==> config.mk <==
export PLATFORM = sky130hd
export DESIGN_NAME = alu_issue_ctrl
export DESIGN_NICKNAME = d
export VERILOG_FILES = /design/src/rtl/alu_issue_ctrl.sv
export SDC_FILE = /design/constraint.sdc
export NUM_CORES = 1
export LEC_CHECK = 0
export ABC_CLOCK_PERIOD_IN_PS = 8350
export CORE_MARGIN = 5
export CORE_UTILIZATION = 31
export DETAILED_ROUTE_END_ITERATION = 6
export GPL_ROUTABILITY_DRIVEN = 0
export HOLD_SLACK_MARGIN = 0.08
export PLACE_DENSITY_LB_ADDON = 0.2
export RECOVER_POWER = 100
export SLEW_MARGIN = 10
export SYNTH_ARGS = -nofsm -noshare
export SYNTH_HDL_FRONTEND = slang
export SYNTH_SLANG_ARGS = --single-unit
export TNS_END_PERCENT = 50
==> constraint.sdc <==
create_clock -name CLK -period 8.35 [get_ports CLK]
set_clock_uncertainty 0.05 [all_clocks]
set_input_delay 1.67 -clock CLK [delete_from_list [all_inputs] [get_ports CLK]]
set_output_delay 1.67 -clock CLK [all_outputs]
set_load 0.005 [all_outputs]
==> src/rtl/alu_issue_ctrl.sv <==
// ALU issue controller: accepts one instruction at a time, reads operands from an
// internal 8x8 register file, drives the ALU, then writes back or resolves a branch.
module alu_issue_ctrl #(
  parameter int EXEC_WAIT = 2
) (
  input  logic       CLK,
  input  logic       RESET,
  input  logic       INSTR_VALID,
  output logic       INSTR_READY,
  input  logic [7:0] OPCODE,
  input  logic [2:0] DEST,
  input  logic [2:0] SRC1,
  input  logic [2:0] SRC2,
  input  logic [7:0] IMM,
  output logic [7:0] ALU_DATA1,
  output logic [7:0] ALU_DATA2,
  output logic [2:0] ALU_SELECT,
  input  logic [7:0] ALU_RESULT,
  input  logic       ALU_ZERO,
  output logic       DONE,
  output logic       BRANCH_TAKEN,
  input  logic [2:0] DBG_ADDR,
  output logic [7:0] DBG_DATA
);

  localparam int CW = (EXEC_WAIT > 1) ? $clog2(EXEC_WAIT) : 1;
  localparam logic [CW-1:0] CNT_LAST = CW'(EXEC_WAIT - 1);

  localparam logic [7:0] OP_LOADI = 8'd0;
  localparam logic [7:0] OP_MOV   = 8'd1;
  localparam logic [7:0] OP_ADD   = 8'd2;
  localparam logic [7:0] OP_SUB   = 8'd3;
  localparam logic [7:0] OP_AND   = 8'd4;
  localparam logic [7:0] OP_OR    = 8'd5;
  localparam logic [7:0] OP_J     = 8'd6;
  localparam logic [7:0] OP_BEQ   = 8'd7;

  localparam logic [2:0] SEL_FWD = 3'b000;
  localparam logic [2:0] SEL_ADD = 3'b001;
  localparam logic [2:0] SEL_AND = 3'b010;
  localparam logic [2:0] SEL_OR  = 3'b011;

  typedef enum logic [1:0] {
    ST_IDLE = 2'd0,
    ST_READ = 2'd1,
    ST_EXEC = 2'd2,
    ST_WB   = 2'd3
  } state_t;

  state_t          state_q, state_d;
  logic [CW-1:0]   cnt_q, cnt_d;
  logic [7:0]      op_q, op_d;
  logic [2:0]      dest_q, dest_d;
  logic [2:0]      src1_q, src1_d;
  logic [2:0]      src2_q, src2_d;
  logic [7:0]      imm_q, imm_d;
  logic [7:0]      d1_q, d1_d;
  logic [7:0]      d2_q, d2_d;
  logic [2:0]      sel_q, sel_d;
  logic [7:0]      res_q, res_d;
  logic            done_q, done_d;
  logic            br_q, br_d;
  logic [7:0]      rf_q [8];
  logic [7:0]      rf_d [8];

  // Two's complement negate with 8-bit wrap; 0x80 maps to itself.
  function automatic logic [7:0] neg8(input logic [7:0] v);
    return (~v) + 8'd1;
  endfunction

  function automatic logic writes_reg(input logic [7:0] op);
    return (op == OP_LOADI) || (op == OP_MOV) || (op == OP_ADD) ||
           (op == OP_SUB) || (op == OP_AND) || (op == OP_OR);
  endfunction

  // Next-state, operand drive and write-back decisions.
  always_comb begin
    state_d = state_q;
    cnt_d   = cnt_q;
    op_d    = op_q;
    dest_d  = dest_q;
    src1_d  = src1_q;
    src2_d  = src2_q;
    imm_d   = imm_q;
    d1_d    = d1_q;
    d2_d    = d2_q;
    sel_d   = sel_q;
    res_d   = res_q;
    done_d  = 1'b0;
    br_d    = 1'b0;
    rf_d    = rf_q;

    case (state_q)
      ST_IDLE: begin
        if (INSTR_VALID) begin
          op_d    = OPCODE;
          dest_d  = DEST;
          src1_d  = SRC1;
          src2_d  = SRC2;
          imm_d   = IMM;
          state_d = ST_READ;
        end else begin
          state_d = ST_IDLE;
        end
      end
      ST_READ: begin
        d1_d  = 8'h00;
        d2_d  = 8'h00;
        sel_d = SEL_FWD;
        case (op_q)
          OP_LOADI: d2_d = imm_q;
          OP_MOV:   d2_d = rf_q[src2_q];
          OP_ADD: begin
            d1_d  = rf_q[src1_q];
            d2_d  = rf_q[src2_q];
            sel_d = SEL_ADD;
          end
          OP_SUB, OP_BEQ: begin
            d1_d  = rf_q[src1_q];
            d2_d  = neg8(rf_q[src2_q]);
            sel_d = SEL_ADD;
          end
          OP_AND: begin
            d1_d  = rf_q[src1_q];
            d2_d  = rf_q[src2_q];
            sel_d = SEL_AND;
          end
          OP_OR: begin
            d1_d  = rf_q[src1_q];
            d2_d  = rf_q[src2_q];
            sel_d = SEL_OR;
          end
          default: begin
            d1_d  = 8'h00;
            d2_d  = 8'h00;
            sel_d = SEL_FWD;
          end
        endcase
        cnt_d   = '0;
        state_d = ST_EXEC;
      end
      ST_EXEC: begin
        // The last wait cycle samples the settled ALU outputs and arms the DONE pulse.
        if (cnt_q == CNT_LAST) begin
          res_d   = ALU_RESULT;
          done_d  = 1'b1;
          br_d    = (op_q == OP_BEQ) ? ALU_ZERO : (op_q == OP_J);
          cnt_d   = '0;
          state_d = ST_WB;
        end else begin
          cnt_d   = cnt_q + CW'(1);
          state_d = ST_EXEC;
        end
      end
      ST_WB: begin
        if (writes_reg(op_q)) begin
          rf_d[dest_q] = res_q;
        end else begin
          rf_d = rf_q;
        end
        state_d = ST_IDLE;
      end
      default: state_d = ST_IDLE;
    endcase
  end

  // State and datapath registers.
  always_ff @(posedge CLK or posedge RESET) begin
    if (RESET) begin
      state_q <= ST_IDLE;
      cnt_q   <= '0;
      op_q    <= 8'h00;
      dest_q  <= 3'd0;
      src1_q  <= 3'd0;
      src2_q  <= 3'd0;
      imm_q   <= 8'h00;
      d1_q    <= 8'h00;
      d2_q    <= 8'h00;
      sel_q   <= SEL_FWD;
      res_q   <= 8'h00;
      done_q  <= 1'b0;
      br_q    <= 1'b0;
      for (int i = 0; i < 8; i++) rf_q[i] <= 8'h00;
    end else begin
      state_q <= state_d;
      cnt_q   <= cnt_d;
      op_q    <= op_d;
      dest_q  <= dest_d;
      src1_q  <= src1_d;
      src2_q  <= src2_d;
      imm_q   <= imm_d;
      d1_q    <= d1_d;
      d2_q    <= d2_d;
      sel_q   <= sel_d;
      res_q   <= res_d;
      done_q  <= done_d;
      br_q    <= br_d;
      for (int i = 0; i < 8; i++) rf_q[i] <= rf_d[i];
    end
  end

  assign INSTR_READY  = (state_q == ST_IDLE) && !RESET;
  assign ALU_DATA1    = d1_q;
  assign ALU_DATA2    = d2_q;
  assign ALU_SELECT   = sel_q;
  assign DONE         = done_q;
  assign BRANCH_TAKEN = br_q;
  assign DBG_DATA     = rf_q[DBG_ADDR];

endmodule

Word-level counts from Yosys, hierarchy flattened --
Index checks and enable logic that the tools add are counted.
Operators by class: bitwise gates (word level) 5, muxes and demuxes 25, add/subtract/negate cells 2, reductions and logical operators 18, $lt $le $gt $ge 5, equal/unequal tests 10
Operators by type and width (number):
- $bmux W8 S3 | 3
- $bwmux W64 | 1
- $mux W8 | 8
- $eq A8 B3 Y1 const B | 4
- $demux W8 S3 | 1
- $pmux W8 S3 | 1
- $eq A8 B2 Y1 const B | 2
- $ge A4 B4 Y1 const B | 4
- $not A3 Y4 | 4
- $add A8 B1 Y8 const B | 1
- $eq A8 B1 Y1 const B | 1
- $logic_not A8 Y1 | 1
- $mux W1 | 8
- $not A8 Y8 | 1
- $pmux W2 S4 | 1
- $pmux W2 S3 | 1
- $reduce_and A2 Y1 | 3
- $logic_or A1 B1 Y1 | 5
- $reduce_or A5 Y1 | 1
- $eq A2 B2 Y1 const B | 2
- $lt A4 B1 Y1 const B | 1
- $reduce_or A4 Y1 | 1
- $reduce_or A3 Y1 | 1
- $eq A2 B1 Y1 const B | 1
- other kinds (7) | 8
Storage, ports and cells: register bits after elaboration 121, input port bits 40, output and inout port bits 30, word-level logic and storage cells 86

Depth between registers and ports, before layout --
Gate-level depths: netlist (run 1).
depth in word-level cells 7, depth in mapped cells 8, depth with buffers taken out 7

Worst setup path after synthesis (run 1) --
Ideal clock, no wire load.
kind input -> output, from in DBG_ADDR[0], to out DBG_DATA[0], setup slack 3.454 ns, arrival 3.176 ns, cell stages on the path 4, path buffers 2, required time 6.630 ns, path through clkbuf_1 > buf_2 > mux4_2 > mux2_2
Between the ends: cells in the longest elaborated chain, start to end 4
Ends and longest elaborated chain:
- from (decl) | RTL line 22 | input logic [2:0] DBG_ADDR,
- $not A3 Y4 (not written as such) | RTL line 208 | assign DBG_DATA = rf_q[DBG_ADDR];
- $bmux W8 S3 | RTL line 208
- $mux W8 (not written as such) (2 in a row) | RTL line 208
- to (decl) | RTL line 23 | output logic [7:0] DBG_DATA
No other way between the ends. The select of a mux whose other input is x is not followed.

Final worst setup path (run 1) --
from in DBG_ADDR[0], to out DBG_DATA[2]
Same word-level chain as after synthesis.

==> impl_metrics.ini, run 1 <==
[outcome]
status = finished with violations
violations = capacitance limit, slew limit

[power]
ir_worst_vdd_uv = 144
netSwitchingFraction_pct = 31.1
p_int_mw = 1.71
p_comb_share_pct = 27.7
clkPwrFrac_pct = 34.0
power_switching_mw = 0.774
powerDensity_mw_per_mm2 = 314
leakagePower_nw = 3.46
power_frac_seq_pct = 38.2

[worst_setup_path]
cpPeakStageDelay_ps = 950
required_ps = 6630
critPathBufInv = 3
crit_top_cell = dlygate4sd3_1
crit_slowest_cell = dlygate4sd3_1
crit_arrival_ps = 4730
cp_max_fo = 9
path_class = primary input to primary output
path_delay_family = buffers and inverters
cp-start-kind = primary input
critical_path.cell_chain = dlygate4sd3_1 > clkbuf_1 > mux4_2 > mux2_2 > dlygate4sd3_1
cp-end-kind = primary output

[floorplan]
die_h_um = 154
core.rowCount = 52
die-width_um = 154
start_util_pct = 31.5
design.core.area_mm2 = 0.0203
die_area_mm2 = 0.0236
ios = 70

[yosys]
ys_seq_area_share_pct = 46.9
async_reset_ff_share_pct = 100
ys_dominant_reg_cell = dfrtp_1
ys_ff_latch = 120
synth.net_count = 495
ys_warn_count = 0
synth-edff-count = 0
synth.distinct_cells = 44
synth_area_mm2 = 0.00640
syn_inst = 449
synth.avg_cell_area_um2 = 14.3

[final_layout]
most-common-layout-cells = dfrtp_1 (119), mux2_2 (107), mux4_2 (45), dlygate4sd3_1 (39), clkdlybuf4s50_1 (29)
final_common_cell = dfrtp_1
n_antenna_cell = 0
fin_nets = 561
drive_gt1_share_pct = 35.4
syn2layout_area_growth_pct = 23.7

[global_routing]
grt.total_usage_pct = 14.6
antenna_found_initial = 0
grt_max_degree = 69
grt_pass1_wl_mm = 26.4
grt_pass1_vias = 4316
grt_overflow = 0

[clock_network]
hold_buffers = 0
cts_buffers = 17
cts_tree = yes
clock_sinks = 120
worstSkewPairLatency_ps = 410
cts_resized = 0
clock_tree.buffer_depth = 2
clk_pin_slew_ps = 60
post_cts_buffers = 0
cts-root-buf = clkbuf_16
htreeDepth = 4

[sta]
min_period_ps = 6450
period_share_pct = 77.3
fmax_ghz = 0.155
drv_slew = 159
rsz0062_at_grt = no
max_slew.worst_pin.slew_ps = 2430
finalSetupViolCount = 0
finalSetupTns_ps = 0
fin_ws_ps = 1900
slew-limit-headroom_pct = -62.6
hold_viol = 0

[route]
drt-total-wl_mm = 16.7
routed.top_layer = met4
vias = 4099
wl_met1_mm = 7.56
drcViolationCount = 0
dr_wl_met2_mm = 7.83
ant_nets = 0
avgRoutedWirePerCell_um = 21.0
dr.first_iter.drc_count = 173
dr_wl_met3_mm = 1.14
dr.pass1.iters = 4
viasPerCell = 5.14

[worst_hold_path]
min_path_type = register to register

[placement]
port_buffers = 68
pre_cts_ws_ps = 2380
hpwl_mm = 11.0

[run]
drv_cap = 6
## through the flow
| stage | power [mW] | utilization (%) | hold WS [ps] | cell area, um^2 | cells |
|---|---|---|---|---|---|
| after floorplan | 1.45 | - | 428 | 6400 | 449 |
| after global placement | 1.68 | 36.2 | 445 | 7340 | 766 |
| after detailed placement | 1.70 | 36.2 | 449 | 7340 | 766 |
| after CTS | 2.56 | 39.6 | 460 | 8030 | 798 |
| after global routing | 2.63 | 39.0 | 468 | 7920 | 798 |
| final | 2.49 | 39.0 | 453 | 7920 | 798 |
## power groups by stage
stage	logic, mW	registers, mW	clock network [mW]
6_report	0.690	0.952	0.847
4_1_cts	0.731	0.964	0.867
3_5_place_dp	0.726	0.972	0
2_1_floorplan	0.621	0.832	0
5_1_grt	0.753	0.986	0.891
3_3_place_gp	0.714	0.964	0
## state kept, by name (all words and copies together), names as in the netlist
signal,count
rf_q,64
ALU_DATA1,8
ALU_DATA2,8
imm_q,8
op_q,8
res_q,8
dest_q,3
src1_q,3
src2_q,3
ALU_SELECT,2
state_q,2
BRANCH_TAKEN,1
DONE,1
cnt_q,1
## Yosys cell counts, types with 2 or more instances
| cell | number | area share, % |
|---|---|---|
| o21ai_1 | 2 | 0.16 |
| nor2_1 | 10 | 0.59 |
| a21oi_1 | 4 | 0.31 |
| o22ai_1 | 14 | 1.4 |
| buf_1 | 3 | 0.18 |
| nand2b_1 | 2 | 0.20 |
| nand3_1 | 4 | 0.31 |
| nor2b_1 | 4 | 0.39 |
| nand3b_2 | 2 | 0.35 |
| xnor2_1 | 4 | 0.55 |
| xor2_1 | 2 | 0.27 |
| nor3_1 | 2 | 0.16 |
| buf_2 | 7 | 0.55 |
| inv_1 | 18 | 1.1 |
| ha_1 | 6 | 1.2 |
| nor3b_4 | 2 | 0.59 |
| o211a_1 | 3 | 0.47 |
| nand2_1 | 17 | 1.0 |
| nor2_2 | 2 | 0.20 |
| mux2i_1 | 23 | 3.6 |
| o211ai_1 | 4 | 0.47 |
| o21ai_0 | 9 | 0.70 |
| or3_1 | 2 | 0.20 |
| mux4_2 | 45 | 16 |
| dfrtp_1 | 120 | 47 |
| mux2_2 | 107 | 19 |
| clkbuf_1 | 14 | 0.82 |
## cells by family (layout without fill, tap and decap cells)
kind of cell,count (synthesis),after routing,synth area share (%)
mux,176,176,38.4
fa+ha+maj,6,6,1.17
other cells,1,1,0.0586
simple gates,57,57,5.82
xor+xnor,6,6,0.821
compound gates,39,39,3.91
flops,120,120,46.9
buf+inv,44,123,2.89
## cell type report
cell class              count  area, um^2
fillers                  1950       12400
clock buffers              21         470
well taps                 270         338
repair buffers             73         704
inverters                  18        68.8
clock inverters            11         216
multi-input cells         285        3120
flip-flops and latches    120        3000
## metal layers
layer,up-vias,track usage [%]
li1,1828,-
met1,2107,20.5
met2,150,22.7
met3,14,3.49
met4,0,4.29
met5,-,0
## worst paths after layout
kind | startpoint | end | slack, ps | cells after the start
max reg2reg | op_q[4] | rf_q[22] | 4350 | 5
min in group asynchronous | RESET | src1_q[2] | 2360 | 2
min reg2reg | op_q[7] | op_q[7] | 450 | 1
max | DBG_ADDR[0] | DBG_DATA[2] | 1900 | 5
max in group asynchronous | RESET | ALU_DATA1[3] | 3300 | 3
min | op_q[7] | op_q[7] | 450 | 1
(Power assumes the default switching activity.)
==> run 2, diff against run 1 <==
Settings changed: ABC_CLOCK_PERIOD_IN_PS 8350 to 5950.
Clock period 8.35 ns to 5.95 ns, I/O delays scaled along.
==> run 2 against run 1 <==
  * Count of clock-buffer cells in the layout decreased by 4
  * Clock power grew 24%
  * Worst setup slack worse by 780 ps
  * The flow still finishes with violations (capacitance limit, slew limit)
  * Die area did not move
  * Cell area shrank 1.0%
==> impl_metrics.ini, run 2 (synthesized netlist as in run 1, its figures left out) <==
[outcome]
status = finished with violations
violations = capacitance limit, slew limit

[final_layout]
fillers = 1971
largest_reg_flops = 64
n_antenna_cell = 0
multi_input_area_mm2 = 0.00312
regArea_mm2 = 0.00300
syn2layout_area_growth_pct = 22.5
fin_cells = 798
post-route-util_pct = 38.6
top_register = rf_q
fin_nets = 561
final_common_cell = dfrtp_1
drive_gt1_share_pct = 35.8
most-common-layout-cells = dfrtp_1 (119), mux2_2 (107), mux4_2 (45), clkdlybuf4s50_1 (37), dlygate4sd3_1 (31)
fin_area_mm2 = 0.00784

[route]
dr.pass1.iters = 4
ant_nets = 0
drt-total-wl_mm = 16.8
vias = 4139
drcViolationCount = 0
viasPerCell = 5.19
dr.first_iter.drc_count = 193
avgRoutedWirePerCell_um = 21.1

[clock_network]
htreeDepth = 4
clock_tree.buffer_depth = 2
post_cts_buffers = 0
worstSkewPairLatency_ps = 420
cts_buffers = 17
hold_buffers = 0
cts-root-buf = clkbuf_16
cts_resized = 0
clk_pin_slew_ps = 60
cts_tree = yes
clock_sinks = 120

[global_routing]
grt_pass1_vias = 4312
grt.total_usage_pct = 14.6
grt_max_degree = 73
grt_overflow = 0
antenna_found_initial = 0
grt_pass1_wl_mm = 26.4

[placement]
dpl.cell_count = 766
hpwl_mm = 11.1
port_buffers = 68
pre_cts_ws_ps = 1270
placed_area_mm2 = 0.00734

[power]
ir_worst_vdd_uv = 186
total_power_mw = 3.35
powerDensity_mw_per_mm2 = 427
leakagePower_nw = 3.42

[sta]
drv_slew = 158
fin_ws_ps = 1110
holdWs_ps = 449
fmax_ghz = 0.207
slew-limit-headroom_pct = -79.9
finalSetupViolCount = 0
finalSetupTns_ps = 0
min_period_ps = 4840
period_share_pct = 81.3
hold_viol = 0
max_slew.worst_pin.slew_ps = 2700
rsz0062_at_grt = no

[worst_setup_path]
crit_arrival_ps = 3600
crit_slowest_cell = dlygate4sd3_1
reg2reg_depth = 5
cpPeakStageDelay_ps = 1100
crit_top_cell = dlygate4sd3_1
reg2reg_to = rf_q[20]
path_class = primary input to primary output
cp-endpoint = DBG_DATA[2]
r2r-start = op_q[4]
critical_path.cell_chain = dlygate4sd3_1 > mux4_2 > mux2_2 > dlygate4sd3_1
cp-start-kind = primary input
cp_max_fo = 16
critical_path.startpoint = DBG_ADDR[1]
reg2reg_setup_slack_ps = 2010
required_ps = 4710
cp-end-kind = primary output

[floorplan]
die_h_um = 154
ios = 70
core.rowCount = 52
die-width_um = 154
die_area_mm2 = 0.0236
start_util_pct = 31.5
design.core.area_mm2 = 0.0203

[run]
drv_cap = 6

[worst_hold_path]
min_path_type = register to register
[run 2: power breakdown]
| part | internal [mW] | leakage [nW] | switching (mW) |
|---|---|---|---|
| sequential | 1.02 | 1.57 | 0.363 |
| clock | 0.658 | 0.281 | 0.388 |
| combinational | 0.567 | 1.58 | 0.357 |
| total | 2.24 | 3.42 | 1.11 |
[run 2: final cells by class]
class	instances	area share [%]
Inverter	18	0.877
Clock buffer	17	5.42
Multi-Input combinational cell	285	39.8
Sequential cell	120	38.3
Tap cell	270	4.31
Timing Repair Buffer	73	9.03
Clock inverter	15	2.27
[run 2: metal layers]
layer | GRT usage [%] | part of all wire (%) | vias to the layer above
li1 | - | - | 1822
met1 | 20.9 | 48 | 2158
met2 | 21.9 | 46 | 135
met3 | 3.43 | 4.4 | 24
met4 | 5.09 | 1.8 | 0
met5 | 0 | 0 | -
[run 2: critical path: cells and delay by family]
family	cells	cell delay (ps)
buf+inv	2	1720
mux	2	680
[run 2: worst min path at each step]
stage,cells past startpoint,start,end,slack (ps)
after global placement,1,op_q[7],op_q[7],440
after detailed placement,1,imm_q[4],imm_q[4],450
final,1,op_q[7],op_q[7],450
after floorplan,1,imm_q[2],imm_q[2],430
after CTS,1,op_q[7],op_q[7],460
after global routing,1,imm_q[1],imm_q[1],470
==> run 3, diff against run 2 <==
Settings changed: ABC_CLOCK_PERIOD_IN_PS 5950 to 3920.
Clock period 5.95 ns to 3.92 ns, I/O delays scaled along.
==> run 3 against run 2 <==
  * The flow still finishes with violations (capacitance limit, slew limit)
  * Global-route usage is 0.34 points higher
  * Largest cell class unchanged
  * Register-to-register slack lost 1300 ps
  * Total power grew 62%
  * Final cell count up 0.63%
  * Non-clock buffer count up 5
  * Critical path depth up 1
  * Critical path type unchanged
  * Sequential power increased by 46%
  * Hold slack better by 1.1 ps
  * Via count decreased by 0.87%
  * Clock power increased by 79%
  * Critical endpoint unchanged
  * Combinational power increased by 63%
  * Wire length rose by 1.8%
==> impl_metrics.ini, run 3 (synthesized netlist as in run 1, its figures left out) <==
[outcome]
status = finished with violations
violations = capacitance limit, slew limit

[global_routing]
antenna_found_initial = 0
grt_pass1_vias = 4423
grt_max_degree = 50
grt_overflow = 0
grt.total_usage_pct = 15.0
grt_pass1_wl_mm = 26.9

[floorplan]
core.rowCount = 52
die_h_um = 154
ios = 70
start_util_pct = 31.5
die_area_mm2 = 0.0236
die-width_um = 154
design.core.area_mm2 = 0.0203

[worst_setup_path]
reg2reg_depth = 5
cp_max_fo = 16
crit_slowest_cell = dlygate4sd3_1
required_ps = 3090
path_class = primary input to primary output
crit_arrival_ps = 2870
cp-start-kind = primary input
cp-end-kind = primary output
critical_path.cell_chain = dlygate4sd3_1 > buf_12 > mux4_2 > mux2_2 > clkdlybuf4s50_1
cpPeakStageDelay_ps = 580

[sta]
fmax_ghz = 0.270
hold_viol = 0
fin_ws_ps = 219
finalSetupTns_ps = 0
finalSetupViolCount = 0
drv_slew = 46
min_period_ps = 3700
period_share_pct = 94.4
max_slew.worst_pin.slew_ps = 1870
rsz0062_at_grt = no
slew-limit-headroom_pct = -25.9
holdWs_ps = 450

[clock_network]
worstSkewPairLatency_ps = 420
htreeDepth = 4
cts_resized = 0
cts-root-buf = clkbuf_16
clock_sinks = 120
clk_pin_slew_ps = 50
cts_buffers = 17
hold_buffers = 0
cts_tree = yes
post_cts_buffers = 0
clock_tree.buffer_depth = 2

[placement]
port_buffers = 68
placed_area_mm2 = 0.00742
hpwl_mm = 11.3
pre_cts_ws_ps = 301

[final_layout]
syn2layout_area_growth_pct = 25.2
drive_gt1_share_pct = 37.0
largest_reg_flops = 64
top_register = rf_q
fin_nets = 566
fin_area_mm2 = 0.00802
n_antenna_cell = 0
most-common-layout-cells = dfrtp_1 (120), mux2_2 (107), mux4_2 (45), clkdlybuf4s50_1 (44), dlygate4sd3_1 (24)
final_common_cell = dfrtp_1

[power]
power_frac_seq_pct = 37.3
power_switching_mw = 1.68
p_comb_share_pct = 27.9
ir_worst_vdd_uv = 279
leakagePower_nw = 3.50
p_int_mw = 3.73
netSwitchingFraction_pct = 31.0
powerDensity_mw_per_mm2 = 675
total_power_mw = 5.41
clkPwrFrac_pct = 34.8

[run]
drv_cap = 2

[route]
viasPerCell = 5.11
ant_nets = 0
dr.pass1.iters = 4
drcViolationCount = 0
avgRoutedWirePerCell_um = 21.3
drt-total-wl_mm = 17.1
vias = 4103
dr.first_iter.drc_count = 202

[worst_hold_path]
min_path_type = register to register
min_path_cells = 1
-- run 3: cell count changes in the layout (fill, tap and decap cells not counted), sizes merged --
cell / delta
clkdlybuf4s50: +7
dlygate4sd3: -7
buf: +5
bufinv: +4
clkbuf: +3
clkinv: -3
clkinvlp: -3
inv: -1
-- run 3: worst max-delay path, delay by kind of cell --
family                 cells  cell delay [ps]
buffers and inverters      3             1290
multiplexers               2              790
-- run 3: final timing paths --
check / startpoint / to / slack (ps)
max: DBG_ADDR[0] / DBG_DATA[2] / 220
min: op_q[6] / op_q[6] / 450
max reg2reg: op_q[4] / rf_q[23] / 700
min reg2reg: op_q[6] / op_q[6] / 450
max in group asynchronous: RESET / rf_q[10] / 790
min in group asynchronous: RESET / cnt_q / 1160
-- run 3: metal layers --
layer / part of all wire, % / vias up / track usage (%)
met5: 0 / - / 0
met4: 0.42 / 0 / 4.63
met3: 6.7 / 5 / 4.36
met2: 47 / 122 / 22.9
met1: 45 / 2138 / 20.6
li1: - / 1838 / -
-- run 3: area by class of cell --
class | count | area, um^2
Inverter | 18 | 68.8
Tap cell | 270 | 338
Multi-Input combinational cell | 285 | 3140
Sequential cell | 120 | 3000
Fill cell | 1943 | 12300
Clock buffer | 20 | 467
Timing Repair Buffer | 78 | 759
Clock inverter | 12 | 244
-- run 3: per-stage QoR --
| step | util [%] | cells |
|---|---|---|
| 2_1_floorplan | - | 449 |
| 3_3_place_gp | 36.6 | 771 |
| 3_5_place_dp | 36.6 | 771 |
| 4_1_cts | 40.1 | 803 |
| 5_1_grt | 39.5 | 803 |
| 6_report | 39.5 | 803 |
-- run 3: power groups by stage --
stage | Clock, mW | Combinational (mW) | Sequential, mW
floorplan | 0 | 1.32 | 1.77
global placement | 0 | 1.55 | 2.04
detailed placement | 0 | 1.58 | 2.06
CTS | 1.93 | 1.58 | 2.05
global route | 1.98 | 1.65 | 2.09
finish | 1.88 | 1.51 | 2.02
